==> config.mk <==
export PLATFORM = sky130hd
export DESIGN_NAME = rvm_fu_arbiter
export DESIGN_NICKNAME = d
export VERILOG_FILES = /design/src/rtl/rvm_fu_arbiter_pkg.sv /design/src/rtl/rvm_fu_arb_pick.sv /design/src/rtl/rvm_fu_arbiter.sv
export SDC_FILE = /design/constraint.sdc
export NUM_CORES = 1
export LEC_CHECK = 0
export ABC_AREA = 1
export CORE_AREA = 2 2 200 202
export DETAILED_ROUTE_END_ITERATION = 16
export DIE_AREA = 0 0 202 204
export SYNTH_ARGS = -nofsm -noshare
export SYNTH_HDL_FRONTEND = slang
export SYNTH_HIERARCHICAL = 1
export SYNTH_SLANG_ARGS = --single-unit
export TNS_END_PERCENT = 5
==> constraint.sdc <==
create_clock -name clk -period 16 [get_ports clk]
set_input_delay 4.8 -clock clk [delete_from_list [all_inputs] [get_ports clk]]
set_output_delay 4.8 -clock clk [all_outputs]
set_load 0.1 [all_outputs]
==> src/rtl/rvm_fu_arbiter_pkg.sv <==
// Shared unit codes, FSM states and request bundle for the FU arbiter.
// Default watchdog limit lives here too.
package rvm_fu_arbiter_pkg;

  localparam logic [1:0] RVM_FU_ADD = 2'b00;
  localparam logic [1:0] RVM_FU_BIT = 2'b01;
  localparam logic [1:0] RVM_FU_SHF = 2'b10;
  localparam logic [1:0] RVM_FU_ILL = 2'b11;

  localparam int unsigned RVM_ARB_TIMEOUT = 64;

  typedef enum logic [1:0] {
    RVM_ARB_IDLE = 2'b00,
    RVM_ARB_BUSY = 2'b01,
    RVM_ARB_DONE = 2'b10
  } arb_state_e;

  typedef struct packed {
    logic [1:0]  unit;
    logic [1:0]  op;
    logic [31:0] lhs;
    logic [31:0] rhs;
  } fu_req_t;

  function automatic logic [2:0] fu_sel(logic [1:0] unit);
    logic [2:0] s;
    s = '0;
    case (unit)
      RVM_FU_ADD: s = 3'b001;
      RVM_FU_BIT: s = 3'b010;
      RVM_FU_SHF: s = 3'b100;
      default:    s = 3'b000;
    endcase
    return s;
  endfunction

endpackage

==> src/rtl/rvm_fu_arb_pick.sv <==
// Winner selection between ports A and B.
// RVM_FU_ARB_RR_EN selects round-robin, otherwise A has fixed priority.
module rvm_fu_arb_pick (
`ifdef RVM_FU_ARB_RR_EN
  input  logic ptr_i,
`endif
  input  logic a_vld_i,
  input  logic b_vld_i,
  output logic grant_o,
  output logic pick_b_o
);

  assign grant_o = a_vld_i | b_vld_i;

`ifdef RVM_FU_ARB_RR_EN
  // ptr_i high means B has priority on a tie
  assign pick_b_o = b_vld_i & (~a_vld_i | ptr_i);
`else
  assign pick_b_o = b_vld_i & ~a_vld_i;
`endif

endmodule

==> src/rtl/rvm_fu_arbiter.sv <==
// Shares add/bit/shf units between execute (A) and PC (B) requesters.
// Define RVM_FU_ARB_RR_EN for round-robin arbitration.
module rvm_fu_arbiter
  import rvm_fu_arbiter_pkg::*;
#(
  parameter int unsigned TIMEOUT = RVM_ARB_TIMEOUT
) (
  input  logic        clk,
  input  logic        reset,
  input  logic        a_req_valid,
  input  logic [1:0]  a_req_unit,
  input  logic [1:0]  a_req_op,
  input  logic [31:0] a_req_lhs,
  input  logic [31:0] a_req_rhs,
  output logic        a_rsp_valid,
  output logic [32:0] a_rsp_result,
  output logic        a_rsp_err,
  input  logic        b_req_valid,
  input  logic [1:0]  b_req_unit,
  input  logic [1:0]  b_req_op,
  input  logic [31:0] b_req_lhs,
  input  logic [31:0] b_req_rhs,
  output logic        b_rsp_valid,
  output logic [32:0] b_rsp_result,
  output logic        b_rsp_err,
  output logic [31:0] f_add_lhs,
  output logic [31:0] f_add_rhs,
  output logic [1:0]  f_add_op,
  input  logic        f_add_valid,
  input  logic [32:0] f_add_result,
  output logic [31:0] f_bit_lhs,
  output logic [31:0] f_bit_rhs,
  output logic [1:0]  f_bit_op,
  input  logic        f_bit_valid,
  input  logic [31:0] f_bit_result,
  output logic [31:0] f_shf_lhs,
  output logic [31:0] f_shf_rhs,
  output logic [1:0]  f_shf_op,
  input  logic        f_shf_valid,
  input  logic [31:0] f_shf_result,
  output logic        busy
);

  localparam logic [7:0] TMO = 8'(TIMEOUT);

  arb_state_e  state_q;
  logic [2:0]  sel_q;
  logic [1:0]  op_q;
  logic [31:0] lhs_q;
  logic [31:0] rhs_q;
  logic        win_b_q;
  logic [7:0]  wd_q;
  logic        busy_q;
  logic        a_vld_q, b_vld_q;
  logic        a_err_q, b_err_q;
  logic [32:0] a_res_q, b_res_q;

  logic        grant, pick_b;
  fu_req_t     a_req, b_req, win_req;
  logic        fu_vld;
  logic [32:0] fu_res;
  logic        fin_d, fin_b_d, fin_err_d;
  logic [32:0] fin_res_d;

`ifdef RVM_FU_ARB_RR_EN
  logic ptr_q;
`endif

  rvm_fu_arb_pick u_pick (
`ifdef RVM_FU_ARB_RR_EN
    .ptr_i    (ptr_q),
`endif
    .a_vld_i  (a_req_valid),
    .b_vld_i  (b_req_valid),
    .grant_o  (grant),
    .pick_b_o (pick_b)
  );

  assign a_req   = '{a_req_unit, a_req_op, a_req_lhs, a_req_rhs};
  assign b_req   = '{b_req_unit, b_req_op, b_req_lhs, b_req_rhs};
  assign win_req = pick_b ? b_req : a_req;

  always_comb begin
    fu_vld = 1'b0;
    fu_res = '0;
    unique case (1'b1)
      sel_q[0]: begin
        fu_vld = f_add_valid;
        fu_res = f_add_result;
      end
      sel_q[1]: begin
        fu_vld = f_bit_valid;
        fu_res = {1'b0, f_bit_result};
      end
      sel_q[2]: begin
        fu_vld = f_shf_valid;
        fu_res = {1'b0, f_shf_result};
      end
      default: ;
    endcase
  end

  // wd_q == 0 marks the operand-settle cycle, so valid is ignored there
  always_comb begin
    fin_d     = 1'b0;
    fin_b_d   = win_b_q;
    fin_err_d = 1'b0;
    fin_res_d = '0;
    if (state_q == RVM_ARB_IDLE) begin
      if (grant && win_req.unit == RVM_FU_ILL) begin
        fin_d     = 1'b1;
        fin_b_d   = pick_b;
        fin_err_d = 1'b1;
      end
    end else if (state_q == RVM_ARB_BUSY) begin
      if (wd_q != '0 && fu_vld) begin
        fin_d     = 1'b1;
        fin_res_d = fu_res;
      end else if (wd_q == TMO) begin
        fin_d     = 1'b1;
        fin_err_d = 1'b1;
      end
    end
  end

  always_ff @(posedge clk or posedge reset) begin
    if (reset) begin
      state_q <= RVM_ARB_IDLE;
      sel_q   <= '0;
      op_q    <= '0;
      lhs_q   <= '0;
      rhs_q   <= '0;
      win_b_q <= 1'b0;
      wd_q    <= '0;
      busy_q  <= 1'b0;
      a_vld_q <= 1'b0;
      b_vld_q <= 1'b0;
      a_err_q <= 1'b0;
      b_err_q <= 1'b0;
      a_res_q <= '0;
      b_res_q <= '0;
`ifdef RVM_FU_ARB_RR_EN
      ptr_q   <= 1'b0;
`endif
    end else begin
      a_vld_q <= 1'b0;
      b_vld_q <= 1'b0;
      unique case (state_q)
        RVM_ARB_IDLE: begin
          if (grant) begin
            op_q    <= win_req.op;
            lhs_q   <= win_req.lhs;
            rhs_q   <= win_req.rhs;
            win_b_q <= pick_b;
            wd_q    <= '0;
            busy_q  <= 1'b1;
`ifdef RVM_FU_ARB_RR_EN
            ptr_q   <= ~pick_b;
`endif
            if (win_req.unit == RVM_FU_ILL) begin
              state_q <= RVM_ARB_DONE;
            end else begin
              sel_q   <= fu_sel(win_req.unit);
              state_q <= RVM_ARB_BUSY;
            end
          end
        end
        RVM_ARB_BUSY: begin
          wd_q <= wd_q + 8'd1;
          if (fin_d) begin
            sel_q   <= '0;
            state_q <= RVM_ARB_DONE;
          end
        end
        RVM_ARB_DONE: begin
          busy_q  <= 1'b0;
          state_q <= RVM_ARB_IDLE;
        end
        default: state_q <= RVM_ARB_IDLE;
      endcase
      if (fin_d) begin
        if (fin_b_d) begin
          b_vld_q <= 1'b1;
          b_res_q <= fin_res_d;
          b_err_q <= fin_err_d;
        end else begin
          a_vld_q <= 1'b1;
          a_res_q <= fin_res_d;
          a_err_q <= fin_err_d;
        end
      end
    end
  end

  assign f_add_lhs = sel_q[0] ? lhs_q : '0;
  assign f_add_rhs = sel_q[0] ? rhs_q : '0;
  assign f_add_op  = sel_q[0] ? op_q  : '0;
  assign f_bit_lhs = sel_q[1] ? lhs_q : '0;
  assign f_bit_rhs = sel_q[1] ? rhs_q : '0;
  assign f_bit_op  = sel_q[1] ? op_q  : '0;
  assign f_shf_lhs = sel_q[2] ? lhs_q : '0;
  assign f_shf_rhs = sel_q[2] ? rhs_q : '0;
  assign f_shf_op  = sel_q[2] ? op_q  : '0;

  assign a_rsp_valid  = a_vld_q;
  assign a_rsp_result = a_res_q;
  assign a_rsp_err    = a_err_q;
  assign b_rsp_valid  = b_vld_q;
  assign b_rsp_result = b_res_q;
  assign b_rsp_err    = b_err_q;
  assign busy         = busy_q;

endmodule

==> results of run 1 <==
layout make-up:
cell class / count / area (µm²) / share of cell area, %
clock buffers: 18 / 429.2 / 2.858
repair buffers: 516 / 5145 / 34.26
inverters: 222 / 838.3 / 5.582
well taps: 525 / 656.9 / 4.374
multi-input cells: 952 / 4001 / 26.64
clock inverters: 14 / 157.7 / 1.050
flip-flops and latches: 151 / 3790 / 25.24
kinds of logic after synthesis:
family | Yosys count
AO/OA/AOI/OAI | 84
XOR/XNOR | 1
adder cells (fa/ha/maj) | 2
buffers and inverters | 311
flip-flops | 151
AND/OR/NAND/NOR | 865
routing by layer:
metal  wire length [µm]  vias up  share of wire, %
met4                719        0               1.9
met3               3208       36               8.3
met1              15730     4807                40
met2              19200      426                49
met5                  0        -                 0
li1                   -     5127                 -
path summary, 6_finish.rpt:
kind | from | endpoint | slack [ps] | depth (start not counted)
hold / removal | a_rsp_result[13] | a_rsp_result[13] | 470 | 2
min in group asynchronous | reset | b_rsp_result[0] | 4880 | 2
setup reg to reg | sel_q[0] | b_rsp_result[13] | 12320 | 11
setup / recovery | a_req_valid | a_rsp_result[2] | 7350 | 13
hold reg to reg | a_rsp_result[13] | a_rsp_result[13] | 470 | 2
max in group asynchronous | reset | a_rsp_result[32] | 9860 | 3
flip-flops by register name, summed over array words and instances (netlist names):
signal        count
a_rsp_err         1
a_rsp_result     33
a_rsp_valid       1
b_rsp_err         1
b_rsp_result     33
b_rsp_valid       1
busy              1
lhs_q            32
op_q              2
rhs_q            32
sel_q             3
state_q           2
wd_q              8
win_b_q           1
through the flow:
step                setup slack (ps)  instances  instance area [µm²]
floorplan                       7135       1414                 8969
global placement                7004       2366                14430
CTS                             7328       2398                15020
finish                          7355       2398                15020
detailed placement              6862       2366                14430
global route                    7010       2398                15020
placed cells by master, fill, tap and decap left out, drive strengths merged, types with 2 or more instances in the layout:
| cell type | count |
|---|---|
| nand2 | 640 |
| clkdlybuf4s50 | 508 |
| inv | 230 |
| dfrtp | 151 |
| nor2 | 112 |
| nand3 | 108 |
| a31oi | 67 |
| clkbuf | 18 |
| o21ai | 11 |
| buf | 8 |
| nand4 | 4 |
| clkinv | 4 |
| a21oi | 3 |
| o22ai | 2 |
| ha | 2 |
report_power, final:
part	internal (W)	switching (W)	total, W
registers	0.000505	0.000212	0.000717
logic	0.000546	0.00197	0.00252
clock network	0.000223	0.000200	0.000422
worst max-delay path: stages:
cell	delay, ps
clkdlybuf4s50_1	530
nor2_4	50
buf_4	350
inv_2	110
buf_4	570
nand2_1	190
nand2_2	160
nand2_1	110
o21ai_4	810
inv_2	540
nand2_4	480
nand2_1	110
nand2_1	80
==> results by group, run 1 <==
Pwr
  – Maximum VDD drop: 0.0001537 V
  – Static Leak: 7.841 nW
  – PnR Total Power: 0.003655 W
  – Pwr dens: 243.4 nW/µm²

Synth
  – Register area share after synthesis: 42.13%
  – EDFF count, synth: 0
  – Mux cell area share after synthesis: 0%
  – Mapped Cells: 1414
  – Post-synth ARST share: 100.0%
  – Synth Cell Area: 8969 µm²
  – Commonest cells in the netlist: nand2_1 (636), inv_1 (218), dfrtp_1 (151)
  – Dominant cell by count in the synthesized netlist: nand2_1
  – Synth Area in Compound Gates: 5.845%
  – Fraction of synthesized cell area in xor and xnor cells: 0.09766%
  – Mean Syn Cell Area: 6.343 µm²
  – Share of the synthesized area in the top cell type: 42.13%
  – Netlist cell types: 26
  – Simple-gate area share of the yosys netlist: 38.09%
  – Syn nets: 1656
  – Dominant synthesized flop cell: dfrtp_1
  – Synth Register Bits: 151
  – Largest family of logic cells by synthesized area: simple AND/OR/NAND/NOR gates
  – Synth top area cells: dfrtp_1 (42%), nand2_1 (27%), inv_1 (9.1%)
  – Yosys warning count: 6
  – Post-synthesis adder-cell area fraction: 0.2790%
  – Area leader, netlist: dfrtp_1

Detailed routing
  – Final WL: 38860 µm
  – DR vias/cell: 4.335
  – DRC violation count after routing: 0
  – Detailed Route Iter0 Violations: 629
  – Via Count: 10396
  – Routed Antenna Nets: 0
  – Avg WL per Cell: 16.20 µm
  – DR pass1 iterations: 5

Die
  – Effective utilization at floorplan: 22.89%
  – Die Span X: 202 µm
  – Site Rows: 73
  – Die H: 204 µm
  – I/O pins: 509
  – DIE AREA: 41210 µm²
  – CORE AREA: 39180 µm²

Layout
  – Layout area overhead: 67.45%
  – Share of layout cells above drive strength 1: 3.043%
  – Ant. Diodes: 0
  – Nets@finish: 2102
  – Fin util: 38.33%
  – Filler instances: 4060

Setup path
  – CP Capture Type: flip-flop
  – Crit path kind: input port to flip-flop
  – Critical Path Source Type: input port
  – WP data arrival: 9010 ps
  – Critical Path RT: 16360 ps
  – Crit-path max FO: 70

STA
  – Hold Vio Cnt, Final: 0
  – RSZ-0062 raised after global routing: false
  – Peak Freq: 115.7 MHz
  – Skew final: 11.02 ps
  – Hold WS: 473.6 ps
  – Final setup violation count: 0
  – Max transition margin: 20.89%
  – Setup tns final: 0 ps
  – Fin crit period: 8645 ps
  – Max Transition Viols Final: 0
  – Worst Tran Pin Value: 1187 ps
  – Fin crit share: 54.03%

Flow run
  – Max-cap violations: 0

Clock network
  – Cts hold-fix bufs: 0
  – TritonCTS Buffers: 17
  – Clk_lat worst skew: 430 ps
  – CTS tree: yes
  – H-tree Lvls: 4
  – Clock Path Buffers: 2
  – CTS root buf: clkbuf_16
  – CTS Sinks: 151
  – Clk slew on worst S/H paths: 70 ps
  – Cells resized by post-CTS repair: 0
  – Postcts setup bufs: 0

Min path
  – HP Class: flip-flop to flip-flop

GRT
  – GRT Total Usage: 18.18%
  – Met1 usage: 21.04%
  – Initial antenna violation count: 0
  – GRT overflow: 0
  – Vias in the first global route: 10076
  – First-pass GRT wire length: 58150 µm
  – Largest net degree at the start of global routing: 104
  – Met2 Resource Use GR: 32.67%
  – GR peak layer: met2
  – GR Util met3: 5.230%

Placement
  – Detailed Place HPWL: 28500 µm
  – Port Buffer Count: 508
  – Placer Congestion: 0.8512

Run status
  – Status: finished, final reports clean
(Power assumes the default switching activity.)
==> inputs of run 2 (changes only) <==
==> constraint.sdc (replaced) <==
create_clock -name clk -period 7.55 [get_ports clk]
set_input_delay 2.265 -clock clk [delete_from_list [all_inputs] [get_ports clk]]
set_output_delay 2.265 -clock clk [all_outputs]
set_load 0.1 [all_outputs]
==> results by group, run 2 (synthesized netlist as in run 1, its figures left out) <==
Run status
  – Status: finished, final reports clean

Clock network
  – Clk slew on worst S/H paths: 70 ps (about the same)
  – TritonCTS Buffers: 17 (unchanged)
  – CTS tree: yes
  – Clk_lat worst skew: 440 ps (about the same)
  – Clock Path Buffers: 2 (unchanged)
  – Cells resized by post-CTS repair: 0 (unchanged)
  – Postcts setup bufs: 0 (unchanged)
  – Cts hold-fix bufs: 0 (unchanged)
  – CTS Sinks: 151 (unchanged)
  – CTS root buf: clkbuf_16
  – H-tree Lvls: 4 (unchanged)

Setup path
  – Crit-path max FO: 59 (-16%)
  – CP Capture Type: primary output
  – Reg2Reg Depth: 11 (unchanged)
  – Crit path kind: flip-flop to primary output
  – WP data arrival: 3290 ps (-5720 ps)
  – Critical Path Source Type: flip-flop
  – Critical Path RT: 5290 ps (-11070 ps)

STA
  – Max transition margin: 23.68% (+2.8 points)
  – Final worst slack: 1996 ps (-5359 ps)
  – Skew final: 11.15 ps (+0.1314 ps)
  – Final setup violation count: 0 (unchanged)
  – RSZ-0062 raised after global routing: false
  – Worst Tran Pin Value: 1141 ps (-45.52 ps)
  – Hold Vio Cnt, Final: 0 (unchanged)
  – Peak Freq: 180.1 MHz
  – Max Transition Viols Final: 0 (unchanged)
  – Fin crit share: 73.56%
  – Fin crit period: 5554 ps
  – Setup tns final: 0 ps (unchanged)

Layout
  – Commonest non-fill, non-tap cell in the layout: nand2_1
  – Nets@finish: 2105 (+0.14%)
  – Share of layout cells above drive strength 1: 3.198% (+0.16 points)
  – Filler instances: 4127 (+1.7%)
  – Most frequent cells in the layout: nand2_1 (636), clkdlybuf4s50_1 (508), inv_1 (217)
  – Final cell count without fillers: 2402 (+0.17%)
  – Final Cell Area: 15080 µm² (+0.41%)
  – Layout area overhead: 68.14%

GRT
  – Vias in the first global route: 10278 (+2.0%)
  – Largest net degree at the start of global routing: 77 (-26%)
  – Initial antenna violation count: 1 (+1)
  – First-pass GRT wire length: 59420 µm (+2.2%)
  – GRT Total Usage: 18.65% (+0.46 points)
  – GRT overflow: 0 (unchanged)

Pwr
  – Maximum VDD drop: 0.0002908 V (+89%)
  – Pwr dens: 517.0 nW/µm² (+110%)
  – Static Leak: 7.875 nW (+0.42%)

Detailed routing
  – Detailed Route Iter0 Violations: 530 (-16%)
  – DR pass1 iterations: 5 (unchanged)
  – Via Count: 10381 (-0.14%)
  – DRC violation count after routing: 0 (unchanged)
  – DR vias/cell: 4.322 (-0.31%)
  – Routed Antenna Nets: 0 (unchanged)
  – Avg WL per Cell: 16.27 µm (+0.39%)
  – Final WL: 39070 µm (+0.56%)

Min path
  – Hold path cells: 2 (unchanged)
  – HP Class: flip-flop to flip-flop

Placement
  – Placer Congestion: 0.8334 (-2.1%)
  – Detailed Place HPWL: 29000 µm (+1.7%)
  – Cell Area, Placed: 14450 µm² (+0.16%)
  – Placed cell count: 2369 (+0.13%)
  – Post-place setup slack: 1570 ps (-5292 ps)
  – Port Buffer Count: 508 (unchanged)

Die
  – Die H: 204 µm (unchanged)
  – DIE AREA: 41210 µm² (unchanged)
  – I/O pins: 509 (unchanged)
  – Die Span X: 202 µm (unchanged)
  – Site Rows: 73 (unchanged)
  – Effective utilization at floorplan: 22.89% (unchanged)
  – CORE AREA: 39180 µm² (unchanged)

Flow run
  – Max-cap violations: 0 (unchanged)
## run 2: cell count changes in the layout (fill, tap and decap cells not counted)
cell       previous run  this run
buf_4                 8        11
inv_6                 6         3
bufinv_16             1         3
clkbuf_8              0         2
inv_8                 3         1
clkinv_2              0         1
clkinv_4              3         4
clkinv_8              1         0
diode_2               0         1
## run 2: routing by layer
metal	wire, µm	global-route usage, %
met5	0	0
met4	948	6.250
met3	3374	5.835
met2	19490	33.43
met1	15250	20.91
## run 2: stage by stage
stage | hold slack, ps | power (W) | util, %
4_1_cts | 474.4 | 0.007883 | 38.48
3_5_place_dp | 457.0 | 0.006929 | 36.89
5_1_grt | 493.4 | 0.008178 | 38.48
2_1_floorplan | 450.5 | 0.005479 | -
3_3_place_gp | 454.2 | 0.006902 | 36.89
6_report | 470.6 | 0.007796 | 38.48
## run 2: area by class of cell
cell class	count	area, µm²	share of cell area, %
repair buffers	519	5167	34.27
multi-input cells	952	4001	26.53
flip-flops and latches	151	3790	25.13
inverters	222	838.3	5.559
well taps	525	656.9	4.356
clock buffers	20	456.7	3.029
clock inverters	12	166.4	1.104
diodes	1	2.502	0.01659
## run 2: worst max-delay path: stages (launching register included)
cell and delay [ps]:
dfrtp_4 940, buf_4 550, nand2_1 110, inv_1 100, clkdlybuf4s50_1 1130
## run 2: path summary, 6_finish.rpt
kind | from | endpoint | slack [ps]
min in group asynchronous | reset | b_rsp_result[2] | 2180
worst max-delay path | sel_q[2] | f_shf_lhs[8] | 2000
worst min-delay path | a_rsp_result[24] | a_rsp_result[24] | 470
worst max register to register | sel_q[2] | b_rsp_result[12] | 4110
worst min register to register | a_rsp_result[24] | a_rsp_result[24] | 470
max in group asynchronous | reset | sel_q[2] | 4170
## run 2: power by group
group / switching (W) / internal [W] / leakage (nW)
sequential: 0.000481 / 0.00107 / 1.90
clock: 0.000376 / 0.000544 / 0.303
combinational: 0.00416 / 0.00116 / 5.67
==> inputs of run 3 (changes only) <==
--- a/config.mk
+++ b/config.mk
@@ -6,9 +6,9 @@
 export NUM_CORES = 1
 export LEC_CHECK = 0
 export ABC_AREA = 1
-export CORE_AREA = 2 2 200 202
+export CORE_AREA = 2 2 196 198
 export DETAILED_ROUTE_END_ITERATION = 16
-export DIE_AREA = 0 0 202 204
+export DIE_AREA = 0 0 198 200
 export SYNTH_ARGS = -nofsm -noshare
 export SYNTH_HDL_FRONTEND = slang
 export SYNTH_HIERARCHICAL = 1
==> constraint.sdc (replaced) <==
create_clock -name clk -period 5.7 [get_ports clk]
set_input_delay 1.71 -clock clk [delete_from_list [all_inputs] [get_ports clk]]
set_output_delay 1.71 -clock clk [all_outputs]
set_load 0.1 [all_outputs]
==> results by group, run 3 (synthesized netlist as in run 1, its figures left out) <==
Detailed routing
  – Via Count: 10407 (+0.25%)
  – DR vias/cell: 4.353 (+0.71%)
  – Avg WL per Cell: 16.02 µm (-1.5%)
  – DRC violation count after routing: 0 (unchanged)
  – Detailed Route Iter0 Violations: 364 (-31%)
  – Final WL: 38290 µm (-2.0%)
  – DR pass1 iterations: 5 (unchanged)
  – Routed Antenna Nets: 0 (unchanged)

GRT
  – First-pass GRT wire length: 56820 µm (-4.4%)
  – GRT overflow: 0 (unchanged)
  – GRT Total Usage: 18.88% (+0.23 points)
  – Initial antenna violation count: 3 (+2)
  – Vias in the first global route: 10088 (-1.8%)
  – Largest net degree at the start of global routing: 152 (+97%)

Pwr
  – Pwr dens: 687.7 nW/µm² (+33%)
  – Maximum VDD drop: 0.0004596 V (+58%)
  – Clock power frac: 12.3% (+0.5 points)
  – Pint: 0.003756 W (+35%)
  – Flop pwr share: 19.9% (about the same)
  – Comb power frac: 67.8% (-0.5 points)
  – Psw: 0.006649 W (+32%)
  – Switching share of power: 63.90% (-0.49 points)
  – Static Leak: 7.910 nW (+0.46%)

Layout
  – Nets@finish: 2109 (+0.19%)
  – Most frequent cells in the layout: nand2_1 (636), clkdlybuf4s50_1 (508), inv_1 (217)
  – Share of layout cells above drive strength 1: 3.457% (+0.26 points)
  – Commonest non-fill, non-tap cell in the layout: nand2_1
  – Layout area overhead: 68.71%
  – Ant. Diodes: 0 (-1)

Clock network
  – Clk slew on worst S/H paths: 60 ps (about the same)
  – Postcts setup bufs: 0 (unchanged)
  – Cts hold-fix bufs: 0 (unchanged)
  – Clk_lat worst skew: 440 ps (about the same)
  – Clock Path Buffers: 2 (unchanged)
  – TritonCTS Buffers: 17 (unchanged)
  – CTS root buf: clkbuf_16
  – CTS Sinks: 151 (unchanged)
  – CTS tree: yes
  – H-tree Lvls: 4 (unchanged)
  – Cells resized by post-CTS repair: 0 (unchanged)

Die
  – Die H: 200 µm (-2.0%)
  – DIE AREA: 39600 µm² (-3.9%)
  – Die Span X: 198 µm (-2.0%)
  – CORE AREA: 37400 µm² (-4.6%)
  – I/O pins: 509 (unchanged)
  – Effective utilization at floorplan: 23.98% (+1.1 points)
  – Site Rows: 71 (-2.7%)

STA
  – Peak Freq: 215.7 MHz
  – Max transition margin: 28.92% (+5.2 points)
  – Max Transition Viols Final: 0 (unchanged)
  – Fin crit period: 4635 ps
  – Hold WS: 471.7 ps (+1.105 ps)
  – Worst Tran Pin Value: 1063 ps (-78.36 ps)
  – Final setup violation count: 0 (unchanged)
  – Hold Vio Cnt, Final: 0 (unchanged)
  – Skew final: 8.283 ps (-2.867 ps)
  – Setup tns final: 0 ps (unchanged)
  – Fin crit share: 81.32%
  – RSZ-0062 raised after global routing: false

Setup path
  – Critical Path RT: 3990 ps (-1300 ps)
  – CP Capture Type: primary output
  – Crit path kind: flip-flop to primary output
  – Crit-path max FO: 81 (+37%)
  – WP data arrival: 2930 ps (-360 ps)
  – Critical Path Source Type: flip-flop

Placement
  – Placer Congestion: 0.8337 (about the same)
  – Detailed Place HPWL: 27960 µm (-3.6%)
  – Port Buffer Count: 508 (unchanged)

Min path
  – HP Class: flip-flop to flip-flop

Run status
  – Status: finished, final reports clean

Flow run
  – Max-cap violations: 0 (unchanged)
==> run 3: layout make-up <==
cell class                 instances  area, µm²
clock buffer                      17      425.4
fill                            3879      22270
clock inverter                    15      227.7
multi-input combinational        952       4001
sequential                       151       3790
timing repair buffer             523       5210
inverter                         222      837.1
tap                              511      639.4
==> run 3: worst paths after layout <==
kind | from | end | slack (ps) | cells after the start
setup / recovery | sel_q[0] | f_add_rhs[29] | 1060 | 3
hold / removal | b_rsp_result[12] | b_rsp_result[12] | 470 | 2
setup reg to reg | sel_q[2] | b_rsp_result[21] | 2370 | 10
hold reg to reg | b_rsp_result[12] | b_rsp_result[12] | 470 | 2
max in group asynchronous | reset | sel_q[0] | 3130 | 3
min in group asynchronous | reset | b_rsp_result[22] | 1910 | 3
==> run 3: layer usage <==
| metal | global-route usage, % | vias to the layer above | share of wire [%] |
|---|---|---|---|
| li1 | - | 5151 | - |
| met1 | 21.36 | 4799 | 40 |
| met2 | 33.37 | 404 | 48 |
| met3 | 6.183 | 47 | 9.1 |
| met4 | 6.628 | 6 | 2.4 |
| met5 | 0 | - | 0.11 |
==> run 3: through the flow <==
stage	instance area, µm²	setup WS [ps]	total power, W	util [%]	cells
after floorplan	8972	2085	0.007257	-	1414
after global placement	14480	1525	0.009168	38.71	2359
after detailed placement	14480	1427	0.009194	38.71	2359
after CTS	15130	1011	0.01052	40.46	2391
after global routing	15130	875.0	0.01092	40.46	2391
final	15130	1065	0.01041	40.46	2391
==> run 3: critical path, stage by stage (launching register included) <==
cell	delay (ps)
dfrtp_4	1060
nand2_1	130
inv_1	100
clkdlybuf4s50_1	1150
==> run 3: power groups by stage <==
| stage | clock network (W) | registers, W | logic, W |
|---|---|---|---|
| global placement | 0 | 0.00209 | 0.00707 |
| finish | 0.00128 | 0.00207 | 0.00705 |
| detailed placement | 0 | 0.00210 | 0.00709 |
| CTS | 0.00133 | 0.00209 | 0.00710 |
| floorplan | 0 | 0.00219 | 0.00507 |
| global route | 0.00137 | 0.00216 | 0.00740 |
